$ cat src/rtl/fpu_arbiter_if.sv
`default_nettype none
// ============================================================================
// fpu_arbiter_if : requester and fpu_top signal bundle for fpu_arbiter
// Revision: 1.0
// ============================================================================
interface fpu_arbiter_if;
  logic        req0_valid;
  logic [4:0]  req0_op;
  logic [31:0] req0_a;
  logic [31:0] req0_b;
  logic        req0_ready;
  logic        rsp0_valid;
  logic [31:0] rsp0_data;
  logic        rsp0_err;
  logic        rsp0_ready;

  logic        req1_valid;
  logic [4:0]  req1_op;
  logic [31:0] req1_a;
  logic [31:0] req1_b;
  logic        req1_ready;
  logic        rsp1_valid;
  logic [31:0] rsp1_data;
  logic        rsp1_err;
  logic        rsp1_ready;

  logic [9:0]  fpu_opcode;
  logic [31:0] fpu_x1;
  logic [31:0] fpu_x2;
  logic [31:0] fpu_y;
  logic        fpu_out_valid;

  modport slave (
    input  req0_valid, req0_op, req0_a, req0_b, rsp0_ready,
    input  req1_valid, req1_op, req1_a, req1_b, rsp1_ready,
    output req0_ready, rsp0_valid, rsp0_data, rsp0_err,
    output req1_ready, rsp1_valid, rsp1_data, rsp1_err,
    output fpu_opcode, fpu_x1, fpu_x2,
    input  fpu_y, fpu_out_valid
  );

  modport master (
    output req0_valid, req0_op, req0_a, req0_b, rsp0_ready,
    output req1_valid, req1_op, req1_a, req1_b, rsp1_ready,
    input  req0_ready, rsp0_valid, rsp0_data, rsp0_err,
    input  req1_ready, rsp1_valid, rsp1_data, rsp1_err,
    input  fpu_opcode, fpu_x1, fpu_x2,
    output fpu_y, fpu_out_valid
  );
endinterface
`default_nettype wire

$ cat src/rtl/fpu_arbiter.sv
`default_nettype none
// ============================================================================
// fpu_arbiter : two-port round-robin sequencer in front of fpu_top
// Revision: 1.0
// ============================================================================
module fpu_arbiter #(
  parameter int TIMEOUT = 64
) (
  input  logic         clk,
  input  logic         rstn,
  fpu_arbiter_if.slave bus,
  output logic         busy
);

  localparam int c_CNT_W = $clog2(TIMEOUT);
  localparam logic [c_CNT_W-1:0] c_CNT_LAST = c_CNT_W'(TIMEOUT - 1);
  localparam logic [c_CNT_W-1:0] c_CNT_ONE  = c_CNT_W'(1);

  localparam logic [1:0] c_IDLE  = 2'd0;
  localparam logic [1:0] c_ISSUE = 2'd1;
  localparam logic [1:0] c_WAIT  = 2'd2;
  localparam logic [1:0] c_RESP  = 2'd3;

  // Map the FP alu_control code onto fpu_top's one-hot opcode; zero means illegal.
  function automatic logic [9:0] f_decode(input logic [4:0] op);
    logic [9:0] v;
    v = '0;
    case (op)
      5'b10000: v[0] = 1'b1;
      5'b10001: v[1] = 1'b1;
      5'b10010: v[2] = 1'b1;
      5'b10011: v[3] = 1'b1;
      5'b11011: v[4] = 1'b1;
      5'b10110: v[5] = 1'b1;
      5'b10111: v[6] = 1'b1;
      5'b10101: v[7] = 1'b1;
      5'b11001: v[8] = 1'b1;
      5'b11000: v[9] = 1'b1;
      default:  v    = '0;
    endcase
    return v;
  endfunction

  logic [1:0]         r_state;
  logic               r_ptr;
  logic               r_owner;
  logic [c_CNT_W-1:0] r_cnt;
  logic [9:0]         r_onehot;
  logic [31:0]        r_x1;
  logic [31:0]        r_x2;
  logic [31:0]        r_data;
  logic               r_err;

  logic        w_idle;
  logic        w_grant;
  logic        w_hs;
  logic [4:0]  w_op;
  logic [31:0] w_a;
  logic [31:0] w_b;
  logic [9:0]  w_dec;

  // Round-robin pointer only matters when both requesters contend.
  assign w_idle  = rstn && (r_state == c_IDLE);
  assign w_grant = (bus.req0_valid && bus.req1_valid) ? r_ptr : bus.req1_valid;
  assign w_hs    = w_idle && (bus.req0_valid || bus.req1_valid);
  assign w_op    = w_grant ? bus.req1_op : bus.req0_op;
  assign w_a     = w_grant ? bus.req1_a  : bus.req0_a;
  assign w_b     = w_grant ? bus.req1_b  : bus.req0_b;
  assign w_dec   = f_decode(w_op);

  assign bus.req0_ready = w_idle && bus.req0_valid && !w_grant;
  assign bus.req1_ready = w_idle && bus.req1_valid &&  w_grant;

  assign bus.rsp0_valid = (r_state == c_RESP) && !r_owner;
  assign bus.rsp1_valid = (r_state == c_RESP) &&  r_owner;
  assign bus.rsp0_data  = r_data;
  assign bus.rsp1_data  = r_data;
  assign bus.rsp0_err   = r_err;
  assign bus.rsp1_err   = r_err;

  assign bus.fpu_opcode = (r_state == c_ISSUE) ? r_onehot : 10'd0;
  assign bus.fpu_x1     = r_x1;
  assign bus.fpu_x2     = r_x2;
  assign busy           = (r_state != c_IDLE);

  always_ff @(posedge clk) begin
    if (!rstn) begin
      r_state  <= c_IDLE;
      r_ptr    <= 1'b0;
      r_owner  <= 1'b0;
      r_cnt    <= '0;
      r_onehot <= '0;
      r_x1     <= '0;
      r_x2     <= '0;
      r_data   <= '0;
      r_err    <= 1'b0;
    end else begin
      case (r_state)
        c_IDLE: begin
          if (w_hs) begin
            r_owner  <= w_grant;
            r_onehot <= w_dec;
            r_x1     <= w_a;
            r_x2     <= w_b;
            if (w_dec != 10'd0) begin
              r_state <= c_ISSUE;
            end else begin
              // Illegal op is answered directly without touching the FPU.
              r_data  <= '0;
              r_err   <= 1'b1;
              r_state <= c_RESP;
            end
          end
        end
        c_ISSUE: begin
          r_cnt   <= '0;
          r_state <= c_WAIT;
        end
        c_WAIT: begin
          if (bus.fpu_out_valid) begin
            r_data  <= bus.fpu_y;
            r_err   <= 1'b0;
            r_state <= c_RESP;
          end else if (r_cnt == c_CNT_LAST) begin
            r_data  <= '0;
            r_err   <= 1'b1;
            r_state <= c_RESP;
          end else begin
            r_cnt <= r_cnt + c_CNT_ONE;
          end
        end
        c_RESP: begin
          if (r_owner ? bus.rsp1_ready : bus.rsp0_ready) begin
            r_ptr   <= ~r_owner;
            r_state <= c_IDLE;
          end
        end
        default: r_state <= c_IDLE;
      endcase
    end
  end

endmodule
`default_nettype wire

$ cat src/flat_wrapper.sv
// flat-port wrapper written by rule: the top's interface ports become plain ports
module fpu_arbiter_flat 
#(
  parameter int TIMEOUT = 64
)
  (clk, rstn, busy, bus_req0_valid, bus_req0_op, bus_req0_a, bus_req0_b, bus_rsp0_ready, bus_req1_valid, bus_req1_op, bus_req1_a, bus_req1_b, bus_rsp1_ready, bus_req0_ready, bus_rsp0_valid, bus_rsp0_data, bus_rsp0_err, bus_req1_ready, bus_rsp1_valid, bus_rsp1_data, bus_rsp1_err, bus_fpu_opcode, bus_fpu_x1, bus_fpu_x2, bus_fpu_y, bus_fpu_out_valid);
  fpu_arbiter_if bus_i ();
  input  logic clk;
  input  logic rstn;
  output logic busy;
  input wire logic [$bits(bus_i.req0_valid)-1:0] bus_req0_valid;
  input wire logic [$bits(bus_i.req0_op)-1:0] bus_req0_op;
  input wire logic [$bits(bus_i.req0_a)-1:0] bus_req0_a;
  input wire logic [$bits(bus_i.req0_b)-1:0] bus_req0_b;
  input wire logic [$bits(bus_i.rsp0_ready)-1:0] bus_rsp0_ready;
  input wire logic [$bits(bus_i.req1_valid)-1:0] bus_req1_valid;
  input wire logic [$bits(bus_i.req1_op)-1:0] bus_req1_op;
  input wire logic [$bits(bus_i.req1_a)-1:0] bus_req1_a;
  input wire logic [$bits(bus_i.req1_b)-1:0] bus_req1_b;
  input wire logic [$bits(bus_i.rsp1_ready)-1:0] bus_rsp1_ready;
  output wire logic [$bits(bus_i.req0_ready)-1:0] bus_req0_ready;
  output wire logic [$bits(bus_i.rsp0_valid)-1:0] bus_rsp0_valid;
  output wire logic [$bits(bus_i.rsp0_data)-1:0] bus_rsp0_data;
  output wire logic [$bits(bus_i.rsp0_err)-1:0] bus_rsp0_err;
  output wire logic [$bits(bus_i.req1_ready)-1:0] bus_req1_ready;
  output wire logic [$bits(bus_i.rsp1_valid)-1:0] bus_rsp1_valid;
  output wire logic [$bits(bus_i.rsp1_data)-1:0] bus_rsp1_data;
  output wire logic [$bits(bus_i.rsp1_err)-1:0] bus_rsp1_err;
  output wire logic [$bits(bus_i.fpu_opcode)-1:0] bus_fpu_opcode;
  output wire logic [$bits(bus_i.fpu_x1)-1:0] bus_fpu_x1;
  output wire logic [$bits(bus_i.fpu_x2)-1:0] bus_fpu_x2;
  input wire logic [$bits(bus_i.fpu_y)-1:0] bus_fpu_y;
  input wire logic [$bits(bus_i.fpu_out_valid)-1:0] bus_fpu_out_valid;
  assign bus_i.req0_valid = bus_req0_valid;
  assign bus_i.req0_op = bus_req0_op;
  assign bus_i.req0_a = bus_req0_a;
  assign bus_i.req0_b = bus_req0_b;
  assign bus_i.rsp0_ready = bus_rsp0_ready;
  assign bus_i.req1_valid = bus_req1_valid;
  assign bus_i.req1_op = bus_req1_op;
  assign bus_i.req1_a = bus_req1_a;
  assign bus_i.req1_b = bus_req1_b;
  assign bus_i.rsp1_ready = bus_rsp1_ready;
  assign bus_req0_ready = bus_i.req0_ready;
  assign bus_rsp0_valid = bus_i.rsp0_valid;
  assign bus_rsp0_data = bus_i.rsp0_data;
  assign bus_rsp0_err = bus_i.rsp0_err;
  assign bus_req1_ready = bus_i.req1_ready;
  assign bus_rsp1_valid = bus_i.rsp1_valid;
  assign bus_rsp1_data = bus_i.rsp1_data;
  assign bus_rsp1_err = bus_i.rsp1_err;
  assign bus_fpu_opcode = bus_i.fpu_opcode;
  assign bus_fpu_x1 = bus_i.fpu_x1;
  assign bus_fpu_x2 = bus_i.fpu_x2;
  assign bus_i.fpu_y = bus_fpu_y;
  assign bus_i.fpu_out_valid = bus_fpu_out_valid;
  fpu_arbiter #(.TIMEOUT(TIMEOUT)) u_core (.clk(clk), .rstn(rstn), .bus(bus_i), .busy(busy));
endmodule
$ cat config.mk
export PLATFORM = sky130hd
export DESIGN_NAME = fpu_arbiter_flat
export DESIGN_NICKNAME = d
export VERILOG_FILES = /design/src/rtl/fpu_arbiter_if.sv /design/src/rtl/fpu_arbiter.sv /design/src/flat_wrapper.sv
export SDC_FILE = /design/constraint.sdc
export NUM_CORES = 1
export LEC_CHECK = 0
export ABC_CLOCK_PERIOD_IN_PS = 2900
export CAP_MARGIN = 40
export CELL_PAD_IN_SITES_DETAIL_PLACEMENT = 0
export CELL_PAD_IN_SITES_GLOBAL_PLACEMENT = 1
export CORE_MARGIN = 8
export CORE_UTILIZATION = 28
export CTS_CLUSTER_DIAMETER = 50
export DETAILED_ROUTE_END_ITERATION = 10
export GPL_TIMING_DRIVEN = 0
export MAX_ROUTING_LAYER = met4
export PLACE_DENSITY_LB_ADDON = 0.1
export REMOVE_ABC_BUFFERS = 1
export SYNTH_ARGS = -nofsm -noshare
export SYNTH_HDL_FRONTEND = slang
export SYNTH_SLANG_ARGS = --single-unit
$ cat constraint.sdc
create_clock -name clk -period 2.9 [get_ports clk]
set_clock_uncertainty 0.15 [all_clocks]
set_input_delay 0.435 -clock clk [delete_from_list [all_inputs] [get_ports clk]]
set_output_delay 0.435 -clock clk [all_outputs]
set_load 0.005 [all_outputs]
* Word level (Yosys, flattened, before mapping)
Cells that the tools add are included.
** Storage, ports and cells
- Register bits after elaboration :: 117
- Bits in latches :: 0
- Memory bits (writable) :: 0
- ROM bits :: 0
- Output and inout port bits :: 145
- Memories :: 0
** Operators by class
- Add/sub/neg operators :: 1
- Multipliers :: 0
- Div/mod/pow operators :: 0
- Magnitude comparators :: 0
- Eq/ne operators :: 20
- Shifts and indexed selects :: 0
- Multiplexer cells :: 35
- Bitwise logic cells :: 1
- Reductions and logical operators :: 22
** Operators with widths (number)
- 32-bit 2-to-1 mux :: 6
- 32-bit case mux with 2 select lines :: 1
- 5-bit == test, second input constant :: 10
- 1-bit 2-to-1 mux :: 16
- 6-bit 2-to-1 mux :: 2
- 6-bit case mux with 2 select lines :: 1
- 10-bit 2-to-1 mux :: 1
- 2-bit 2-to-1 mux :: 5
- 10-bit nonzero test :: 1
- 1-bit logical AND :: 9
- 2-bit != test, second input constant :: 4
- 2-bit case mux with 4 select lines :: 1
- 6-bit by 1-bit adder with 6-bit output, second input constant :: 1
- 6-bit == test, second input constant :: 1
- 3-bit AND reduction :: 2
- 2-bit nonzero test :: 3
- 5-bit 2-to-1 mux :: 1
- 2-bit == test, second input constant :: 2
- 2-bit AND reduction :: 2
- 4-bit AND reduction :: 1
- 3-bit by 2-bit != test with 1-bit output, second input constant :: 1
- 2-bit by 1-bit == test with 1-bit output, second input constant :: 1
- 1-bit logical NOT :: 2
- 2-bit logical NOT :: 1
- other kinds (4) :: 4

* Longest topological paths before layout
Gate-level depths: netlist (run 1).
- Depth in word-level cells :: 9
- Mapped depth :: 7

* Worst setup path before layout (run 1)
Ideal clock, no wire load.
- Path type :: reg2reg
- Start point :: reg u_core.r_cnt[0]
- End point :: reg u_core.r_data[10] (netlist: u_core.bus.rsp0_data[10])
- Setup time :: 0.079 ns
- Data arrival time :: 1.779 ns
- Path slack :: 0.892 ns
- Cell stages (with the launch flop) :: 7
- Clock period less this slack :: 2.008 ns
- Cells stage by stage :: dfxtp_1 ha_1 and3_1 a311oi_1 a21oi_1 buf_2 o221ai_2
** On the way
- Word-level cells in the longest chain between the ends :: 3
** RTL lines
- from (decl) :: RTL line fpu_arbiter.sv:47 : logic [c_CNT_W-1:0] r_cnt;
- from (signal assigned) :: RTL line fpu_arbiter.sv:129 : r_cnt <= r_cnt + c_CNT_ONE;
- 6-bit == test :: RTL line fpu_arbiter.sv:124 : end else if (r_cnt == c_CNT_LAST) begin
- 3-bit by 2-bit != test with 1-bit output (no source line)
- 4-bit AND reduction (no source line)
- to (signal assigned) :: RTL line fpu_arbiter.sv:121 : r_data <= bus.fpu_y;
- to (decl) :: RTL line fpu_arbiter.sv:51 : logic [31:0] r_data;
Every way passes these cells.
A chain may end at the register's enable or synchronous reset.

* Worst setup path in the final report (run 1)
- Start point :: in bus_req1_op[1]
- End point :: reg u_core.r_data[31] (netlist: u_core.bus.rsp0_data[31])
** On the way
- Word-level cells in the longest chain between the ends :: 6
** RTL lines
- from (decl) :: RTL line flat_wrapper.sv:17 : input wire logic [$bits(bus_i.req1_op)-1:0] bus_req1_op;
- 5-bit 2-to-1 mux * :: RTL line fpu_arbiter.sv:66 : assign w_op = w_grant ? bus.req1_op : bus.req0_op;
- 5-bit == test :: RTL line fpu_arbiter.sv:28 : case (op)
- 1-bit 2-to-1 mux :: RTL line fpu_arbiter.sv:28
- 10-bit nonzero test * :: RTL line fpu_arbiter.sv:105 : if (w_dec != 10'd0) begin
- 2-bit != test (no source line) *
- 4-bit AND reduction (no source line) *
Every way passes the cells marked *; elsewhere a longest branch is shown, timed or not.

==> results of run 1 <==
## power groups by stage
stage               clock network [mW]  logic (mW)  registers (mW)
floorplan                            0       0.972            2.20
global placement                     0        2.47            2.18
detailed placement                   0        2.53            2.19
CTS                               2.42        2.58            2.16
global route                      2.48        2.79            2.21
finish                            2.36        2.55            2.16
## worst max-delay path, cell delays in order
cell	delay, ps
clkdlybuf4s50_1	590
mux2i_2	400
o2111a_2	570
o32a_4	600
o221ai_1	180
## flip-flops by register name, indices dropped and copies added, names as in the netlist, 2 cells and up
register              cells
u_core.r_state            2
u_core.r_onehot          10
u_core.bus.rsp0_data     32
u_core.r_cnt              6
u_core.bus.fpu_x2        32
u_core.bus.fpu_x1        32
## layout by cell type, fill, tap and decap left out, drive strengths merged, types with 2 or more instances in the layout
cell,synthesis,final
a2111o,2,2
a211oi,3,3
a21boi,2,2
a21oi,15,15
a22o,3,3
a311oi,65,65
and2,12,12
buf,52,15
bufinv,0,5
clkbuf,56,23
clkdlybuf4s50,0,318
clkinv,0,3
dfxtp,117,117
ha,5,5
inv,41,41
mux2i,4,4
nand2,117,118
nand2b,4,5
nand3,73,73
nand3b,3,3
nor2,67,67
nor2b,3,3
nor3,4,4
nor3b,2,2
nor4,2,2
o2111a,1,2
o2111ai,34,34
o211a,2,2
o211ai,2,2
o21ai,11,11
o221ai,37,37
o311a,3,3
or2,2,2
## worst max-delay path by stage
| stage | from | endpoint | slack, ps | cells past startpoint |
|---|---|---|---|---|
| after detailed placement | bus_req0_valid | bus_req1_ready | -550 | 5 |
| after CTS | bus_req0_valid | bus_req1_ready | 10 | 5 |
| after global placement | bus_req1_valid | u_core.bus.rsp0_data[31] | -5500 | 4 |
| after floorplan | u_core.r_state[0] | u_core.bus.rsp0_data[0] | -1580 | 6 |
| final | bus_req1_op[1] | u_core.bus.rsp0_data[31] | 220 | 5 |
| after global routing | u_core.r_state[1] | u_core.bus.rsp0_data[31] | 2 | 6 |
## cell families after synthesis
kind of cell	synth area share
adder cells (fa/ha/maj)	0.0101
buffers and inverters	0.118
AO/OA/AOI/OAI	0.279
flip-flops	0.378
AND/OR/NAND/NOR	0.208
multiplexers	0.00646
## layout make-up
cell class	instances	share of cell area
Clock inverter	9	0.0170
Clock buffer	23	0.0471
Sequential cell	117	0.231
Multi-Input combinational cell	490	0.317
Timing Repair Buffer	334	0.339
Tap cell	280	0.0345
Inverter	41	0.0154
## stage by stage
stage	utilization	cells	setup TNS (ps)	instance area (um^2)	worst slack, ps
2_1_floorplan	-	645	-119650	5620	-1580
3_3_place_gp	0.422	1246	-535540	9190	-5500
3_5_place_dp	0.433	1255	-12600	9410	-546
4_1_cts	0.466	1293	0	10100	9.80
5_1_grt	0.467	1294	0	10200	2.28
6_report	0.467	1294	0	10200	218
## timing repair
| item | 4_1_cts | 5_1_grt |
|---|---|---|
| resized for setup | 3 | 4 |
| cloned | 2 | 1 |
| hold buffers | 0 | 0 |
| pin swaps | 1 | 1 |
| endpoints found under the setup margin | 2 | 34 |
| buffers inserted | 4 | 0 |
## routing by layer
metal | routed length (um) | vias to the layer above | global-route usage
li1 | - | 3242 | -
met3 | 2780 | 27 | 0.0855
met1 | 10700 | 2993 | 0.217
met2 | 11700 | 255 | 0.285
met5 | 0 | - | -
met4 | 467 | 0 | 0.0504
==> summary.txt, run 1 <==
Run status
  – Status: finished, final reports clean

Critical path
  – FF-to-FF setup slack: 260 ps
  – CP Capture Type: flop
  – Critical Path RT: 3020 ps
  – Crit Path Class: input port to flop
  – Reg-to-Reg End: u_core.bus.rsp0_data[31]
  – Critical path arrival: 2800 ps
  – Worst reg2reg startpoint: u_core.r_state[0]
  – Cells on worst reg2reg path: 6
  – Startpoint types: input port
  – Crit Path Max Fanout: 32

Placement
  – HPWL after detailed placement: 17.6 mm
  – PortBufs: 321
  – Final GP Congestion: 0.759

Clocking
  – Total clock sinks: 117
  – CTS Buffer Depth: 2
  – Clk pin slew, worst setup/hold paths: 60 ps
  – Clk Latency, worst-skew pair: 400 ps
  – Clock Root Buffer: clkbuf_16
  – CTS buffer count: 17
  – CTS tree: built
  – CTS H-Tree Depth: 4

Detailed routing
  – DRC: 0
  – Drt first-iter violations: 288
  – Drt wl/cell: 19.8 um
  – Pre-antenna DRT Iters: 5
  – Total Wirelength: 25.7 mm
  – Vias per cell: 5.04
  – Vias: 6517
  – Final antenna-violating net count: 0

Synth
  – Netlist cell types: 44
  – Syn avg cell area: 8.24 um^2
  – Register area share after synthesis: 0.378
  – Flop and latch count out of synthesis: 117
  – Syn Inst Count: 753
  – Synth top cells by count: dfxtp_1, nand2_1, nand3_1
  – Top cell type's share of synthesized area: 0.378
  – Ys flop type: dfxtp_1
  – Number of flops mapped to enable cells by yosys: 0
  – Top post-synthesis cells by area: dfxtp_1, a311oi_1, o221ai_2
  – Cell area after synthesis: 6200 um^2
  – Ys async rst share: 0
  – Synthesis Warnings: 0
  – Largest area contributor in the netlist: dfxtp_1

Layout
  – Seq. cell area: 2340 um^2
  – Nets: 1183
  – Fill cell count: 2133
  – Multi-input gate area: 3220 um^2
  – Layout cells sized above 1: 0.0878
  – Antenna fix cells: 0
  – Synthesis-to-finish area growth: 63.7%

Min path
  – Hold Path Origin: u_core.r_onehot[6]
  – Hold path cells: 2
  – Worst min-delay path class: flop to flop
  – Hold Crit Endpoint: u_core.r_onehot[6]

STA
  – Worst-Margin Slew: 829 ps
  – Relative slew slack: 0.447
  – RSZ-0062 raised after global routing: false
  – Tmin final: 2680 ps
  – Max Freq: 0.373 GHz
  – Final setup fails: 0
  – Final Slew Violations: 0
  – Final worst path period share: 0.925
  – Hold slack: 299 ps
  – Final number of hold-violating endpoints: 0

Pwr
  – Comb power frac: 0.360
  – Sequential share of power: 0.306
  – Clock power share: 0.334
  – VDD IR max: 0.334 mV
  – P_int: 4.86 mW
  – Sw Pwr: 2.20 mW
  – Power per cell area: 695 nW/um^2
  – Sw Share: 0.312
  – Leakage power: 3.68 nW
  – Pwr Total: 7.06 mW

Floorplanning
  – Core area: 21800 um^2
  – Die Y: 165 um
  – I/O pin total: 322
  – Starting Density: 0.285
  – Rows: 54
  – Width of the die: 165 um
  – Total die area: 27200 um^2

GRT
  – Vias in the first global route: 6633
  – Largest net degree at the start of global routing: 83
  – First-pass GRT wire length: 38.2 mm
  – All-Layer GR Usage: 0.186
  – Overflow after GRT: 0
  – Initial antenna violation count: 0

Job
  – Max cap viols: 0
No activity file was read; power rests on OpenSTA's default activity.
==> run 2: changes to the inputs <==
Settings changed: CORE_UTILIZATION 28 to 44, DONT_BUFFER_PORTS from default to 1.
==> summary.txt, run 2 (synthesized netlist as in run 1, its figures left out) <==
Run status
  – Status: finished, final reports clean

STA
  – RSZ-0062 raised after global routing: false
  – Final worst path period share: 0.944 (+0.0188)
  – Final setup fails: 0 (unchanged)
  – Final Slew Violations: 0 (unchanged)
  – Tmin final: 2740 ps (+54.4 ps)
  – Worst-Margin Slew: 863 ps (+34.3 ps)
  – Final number of hold-violating endpoints: 0 (unchanged)
  – Max Freq: 0.365 GHz (-2.0%)
  – Worst Setup Slack, final: 163 ps (-54.4 ps)
  – Relative slew slack: 0.425 (-0.0229)

Layout
  – Nets: 861 (-27%)
  – Antenna fix cells: 0 (unchanged)
  – Final Non-Filler Cells: 871 (-33%)
  – Fill cell count: 1346 (-37%)
  – Synthesis-to-finish area growth: 8.03%
  – Most frequent cells in the layout: dfxtp_1, nand2_1, nand3_1
  – Most common cell after layout, fill and taps aside: dfxtp_1
  – Layout cells sized above 1: 0.123 (+0.0352)

Critical path
  – Startpoint types: flop
  – Crit Path Class: flop to output port
  – CP Capture Type: output port
  – Critical Path RT: 2320 ps (-700 ps)
  – Critical path arrival: 2150 ps (-650 ps)
  – Crit Path Max Fanout: 42 (+31%)

Floorplanning
  – Die Y: 135 um (-18%)
  – Width of the die: 135 um (-18%)
  – Rows: 43 (-20%)
  – I/O pin total: 322 (unchanged)
  – Total die area: 18200 um^2 (-33%)
  – Starting Density: 0.449 (+0.163)
  – Core area: 13800 um^2 (-36%)

Placement
  – HPWL after detailed placement: 14.8 mm (-16%)
  – PortBufs: 0 (-100%)
  – Final GP Congestion: 0.876 (+15%)
  – Dpl cells: 835 (-33%)
  – Place WS: -323 ps (+222 ps)

Clocking
  – CTS tree: built
  – CTS buffer count: 17 (unchanged)
  – Clk Latency, worst-skew pair: 410 ps (about the same)
  – CTS H-Tree Depth: 4 (unchanged)
  – Clk pin slew, worst setup/hold paths: 50 ps (about the same)
  – Total clock sinks: 117 (unchanged)
  – Clock Root Buffer: clkbuf_16
  – CTS Buffer Depth: 2 (unchanged)

Detailed routing
  – Total Wirelength: 20.3 mm (-21%)
  – Pre-antenna DRT Iters: 5 (unchanged)
  – Vias: 5511 (-15%)
  – Vias per cell: 6.33 (+26%)
  – DRC: 0 (unchanged)
  – Final antenna-violating net count: 0 (unchanged)
  – Drt wl/cell: 23.3 um (+18%)
  – Drt first-iter violations: 343 (+19%)

GRT
  – Overflow after GRT: 0 (unchanged)
  – Largest net degree at the start of global routing: 77 (-7.2%)
  – All-Layer GR Usage: 0.220 (+0.0342)
  – Vias in the first global route: 5375 (-19%)
  – Initial antenna violation count: 0 (unchanged)
  – First-pass GRT wire length: 30.8 mm (-20%)

Pwr
  – Power per cell area: 860 nW/um^2 (+24%)
  – Leakage power: 2.43 nW (-34%)
  – VDD IR max: 0.463 mV (+38%)
  – Pwr Total: 5.76 mW (-18%)

Job
  – Max cap viols: 0 (unchanged)

Min path
  – Worst min-delay path class: input port to flop
-- run 2: final timing paths --
check                                         from                 endpoint  slack (ps)  depth (start not counted)
worst min-delay path                 bus_req0_a[6]     u_core.bus.fpu_x1[6]          30                          2
worst min register to register  u_core.r_onehot[8]       u_core.r_onehot[8]         300                          2
worst max register to register        u_core.r_ptr  u_core.bus.rsp0_data[0]         200                          5
worst max-delay path                  u_core.r_ptr           bus_req0_ready         160                          4
-- run 2: cell type report --
type / count / area, um^2 / share of cell area
clock buffer: 23 / 498 / 0.0743
clock inverter: 8 / 97.6 / 0.0146
inverter: 41 / 154 / 0.0230
multi-input combinational: 487 / 3170 / 0.472
sequential: 117 / 2340 / 0.350
tap: 180 / 225 / 0.0336
timing repair buffer: 15 / 218 / 0.0325
-- run 2: repair_timing --
action,CTS,global route
gates resized for setup,4,0
buffers inserted,0,4
hold buffers,0,1
setup endpoints to repair,34,26
hold endpoints to repair,0,1
pin swaps,1,1
-- run 2: where the power goes --
part	internal [mW]	total, mW	switching, mW
clock	1.37	2.11	0.744
sequential	1.93	2.29	0.360
combinational	0.515	1.36	0.841
-- run 2: worst max-delay path, stage by stage (launching register included) --
cell and delay, ps:
dfxtp_1 420, nand2b_4 400, buf_12 260, nand2_4 280, and4_1 340
-- run 2: stage by stage --
stage	util	setup TNS (ps)	instance area [um^2]	hold slack, ps
CTS	0.482	0	6660	0.970
detailed placement	0.437	-9340	6050	298
global route	0.485	0	6700	12.9
floorplan	-	-119650	5620	267
finish	0.485	0	6700	33.7
global placement	0.423	-300160	5850	292
-- run 2: metal layers --
layer,track usage,wire [um],vias up
met1,0.242,7820,2641
met2,0.357,10100,263
li1,-,-,2583
met3,0.0914,2040,24
met4,0.0699,354,0
met5,-,0,-
==> run 3: changes to the inputs <==
Settings changed: CAP_MARGIN 40 to 20.
==> summary.txt, run 3 (synthesized netlist as in run 1, its figures left out) <==
Clocking
  – CTS buffer count: 17 (unchanged)
  – CTS Buffer Depth: 2 (unchanged)
  – CTS H-Tree Depth: 4 (unchanged)
  – CTS tree: built
  – Clock Root Buffer: clkbuf_16
  – Clk pin slew, worst setup/hold paths: 60 ps (about the same)
  – Total clock sinks: 117 (unchanged)
  – Clk Latency, worst-skew pair: 410 ps (about the same)

Critical path
  – CP Cell Sequence: nand2b_4, buf_12, nand2_2, and4_1
  – Crit Path Max Fanout: 42 (unchanged)
  – Reg-to-Reg End: u_core.bus.rsp0_data[0]
  – FF-to-FF setup slack: 180 ps (-20 ps)
  – Crit path largest cell delay: 410 ps (about the same)
  – Worst reg2reg startpoint: u_core.r_ptr
  – Critical Path RT: 2320 ps (about the same)
  – Critical path arrival: 2160 ps (about the same)
  – Top Family by Delay on Critical Path: simple AND/OR/NAND/NOR gates
  – Cells on worst reg2reg path: 5 (unchanged)
  – Buf/Inv on CP: 1 (unchanged)
  – Crit-path slowest cell: dfxtp_1
  – Crit Path Class: flop to output port
  – CP Capture Type: output port
  – Startpoint types: flop

Pwr
  – P_int: 3.94 mW (+3.1%)
  – Clock power share: 0.385 (+0.018)
  – Sequential share of power: 0.389 (-0.009)
  – Comb power frac: 0.226 (-0.009)
  – Sw Pwr: 1.95 mW (+0.52%)
  – Sw Share: 0.332 (-0.00569)
  – VDD IR max: 0.357 mV (-23%)
  – Power per cell area: 877 nW/um^2 (+2.0%)
  – Leakage power: 2.42 nW (-0.23%)

Detailed routing
  – Drt first-iter violations: 282 (-18%)
  – Drt wl/cell: 23.1 um (-0.75%)
  – Pre-antenna DRT Iters: 5 (unchanged)
  – Vias per cell: 6.24 (-1.3%)
  – DRC: 0 (unchanged)
  – Final antenna-violating net count: 0 (unchanged)
  – Vias: 5412 (-1.8%)
  – Total Wirelength: 20.1 mm (-1.2%)

GRT
  – All-Layer GR Usage: 0.217 (-0.00329)
  – First-pass GRT wire length: 30.4 mm (-1.2%)
  – Initial antenna violation count: 0 (unchanged)
  – Vias in the first global route: 5298 (-1.4%)
  – Largest net degree at the start of global routing: 99 (+29%)
  – Overflow after GRT: 0 (unchanged)

Job
  – Max cap viols: 0 (unchanged)

Layout
  – Synthesis-to-finish area growth: 8.25%
  – Final Non-Filler Cells: 867 (-0.46%)
  – Nets: 856 (-0.58%)
  – Final instance area: 6710 um^2 (+0.21%)
  – Antenna fix cells: 0 (unchanged)
  – Most frequent cells in the layout: dfxtp_1, nand2_1, nand3_1
  – Layout cells sized above 1: 0.119 (-0.00365)
  – Most common cell after layout, fill and taps aside: dfxtp_1
  – Fill cell count: 1360 (+1.0%)

Floorplanning
  – Die Y: 135 um (unchanged)
  – Width of the die: 135 um (unchanged)
  – Core area: 13800 um^2 (unchanged)
  – Total die area: 18200 um^2 (unchanged)
  – I/O pin total: 322 (unchanged)
  – Rows: 43 (unchanged)
  – Starting Density: 0.449 (unchanged)

Min path
  – Hold Path Origin: bus_req0_b[11]
  – Hold Crit Endpoint: u_core.bus.fpu_x2[11]
  – Hold path cells: 2 (unchanged)
  – Worst min-delay path class: input port to flop

STA
  – Total negative slack: 0 ps (unchanged)
  – Final Slew Violations: 0 (unchanged)
  – Final setup fails: 0 (unchanged)
  – Final worst path period share: 0.947 (+0.00352)
  – Final number of hold-violating endpoints: 0 (unchanged)
  – RSZ-0062 raised after global routing: false
  – Relative slew slack: 0.339 (-0.0854)
  – Max Freq: 0.364 GHz (-0.37%)
  – Tmin final: 2750 ps (+10.2 ps)
  – Worst-Margin Slew: 985 ps (+121 ps)

Placement
  – Dpl cells: 833 (-0.24%)
  – Final GP Congestion: 0.876 (unchanged)
  – PortBufs: 0 (unchanged)
  – HPWL after detailed placement: 14.5 mm (-2.1%)
  – Area of placed instances: 6030 um^2 (-0.29%)

Run status
  – Status: finished, final reports clean
-- run 3: changes by cell type in the layout (fill, tap and decap cells not counted), sizes merged --
cell | before | now
clkinv | 3 | 4
bufinv | 2 | 4
clkbuf | 23 | 20
buf | 14 | 9
inv | 41 | 42
-- run 3: worst register-to-register path, cell delays in order, from the launching register on --
cell and delay [ps]:
dfxtp_1 410, nand2b_4 390, buf_12 260, o2111a_2 570, o32a_4 600, o221ai_1 190
-- run 3: final cells by class --
cell class	count	area [um^2]	share of cell area
clock buffer	20	467	0.0695
clock inverter	12	175	0.0261
inverter	41	154	0.0229
multi-input combinational	487	3160	0.471
sequential	117	2340	0.349
tap	180	225	0.0335
timing repair buffer	10	190	0.0283
-- run 3: how the worst max path moves through the flow --
stage / startpoint / end / slack, ps / cells after the start
6_report: u_core.r_ptr / bus_req0_ready / 150 / 4
2_1_floorplan: u_core.r_state[0] / u_core.bus.rsp0_data[0] / -1580 / 6
3_3_place_gp: u_core.r_ptr / bus_req1_ready / -3390 / 3
4_1_cts: u_core.r_ptr / bus_req1_ready / 20 / 4
3_5_place_dp: u_core.r_ptr / u_core.bus.rsp0_data[0] / -310 / 5
5_1_grt: u_core.r_ptr / bus_req0_ready / 10 / 4
-- run 3: layer usage --
metal	part of all wire	vias to the layer above	wire length, um	GRT usage
li1	-	2570	-	-
met1	0.39	2562	7780	0.242
met2	0.50	253	9990	0.352
met3	0.096	27	1940	0.0806
met4	0.018	0	367	0.0705
met5	0	-	0	-
-- run 3: through the flow --
stage          setup slack, ps  hold WS [ps]  utilization  power, mW
5_1_grt                   11.6          22.1        0.486       6.20
2_1_floorplan            -1580           267            -       3.17
3_3_place_gp             -3390           292        0.423       3.54
4_1_cts                   21.3          3.66        0.485       5.94
3_5_place_dp              -310           299        0.436       3.64
6_report                   153          29.3        0.486       5.89
-- run 3: timing repair --
action,CTS,global route
hold buffers,1,0
buffers inserted,1,0
pin swaps,1,0
setup endpoints to repair,34,1
resized for setup,2,1
hold endpoints to repair,1,0
-- run 3: power by group through the flow --
stage	sequential (mW)	combinational, mW	clock (mW)
detailed placement	2.34	1.30	0
floorplan	2.20	0.972	0
global placement	2.34	1.20	0
CTS	2.31	1.33	2.30
global route	2.35	1.48	2.38
finish	2.29	1.33	2.27
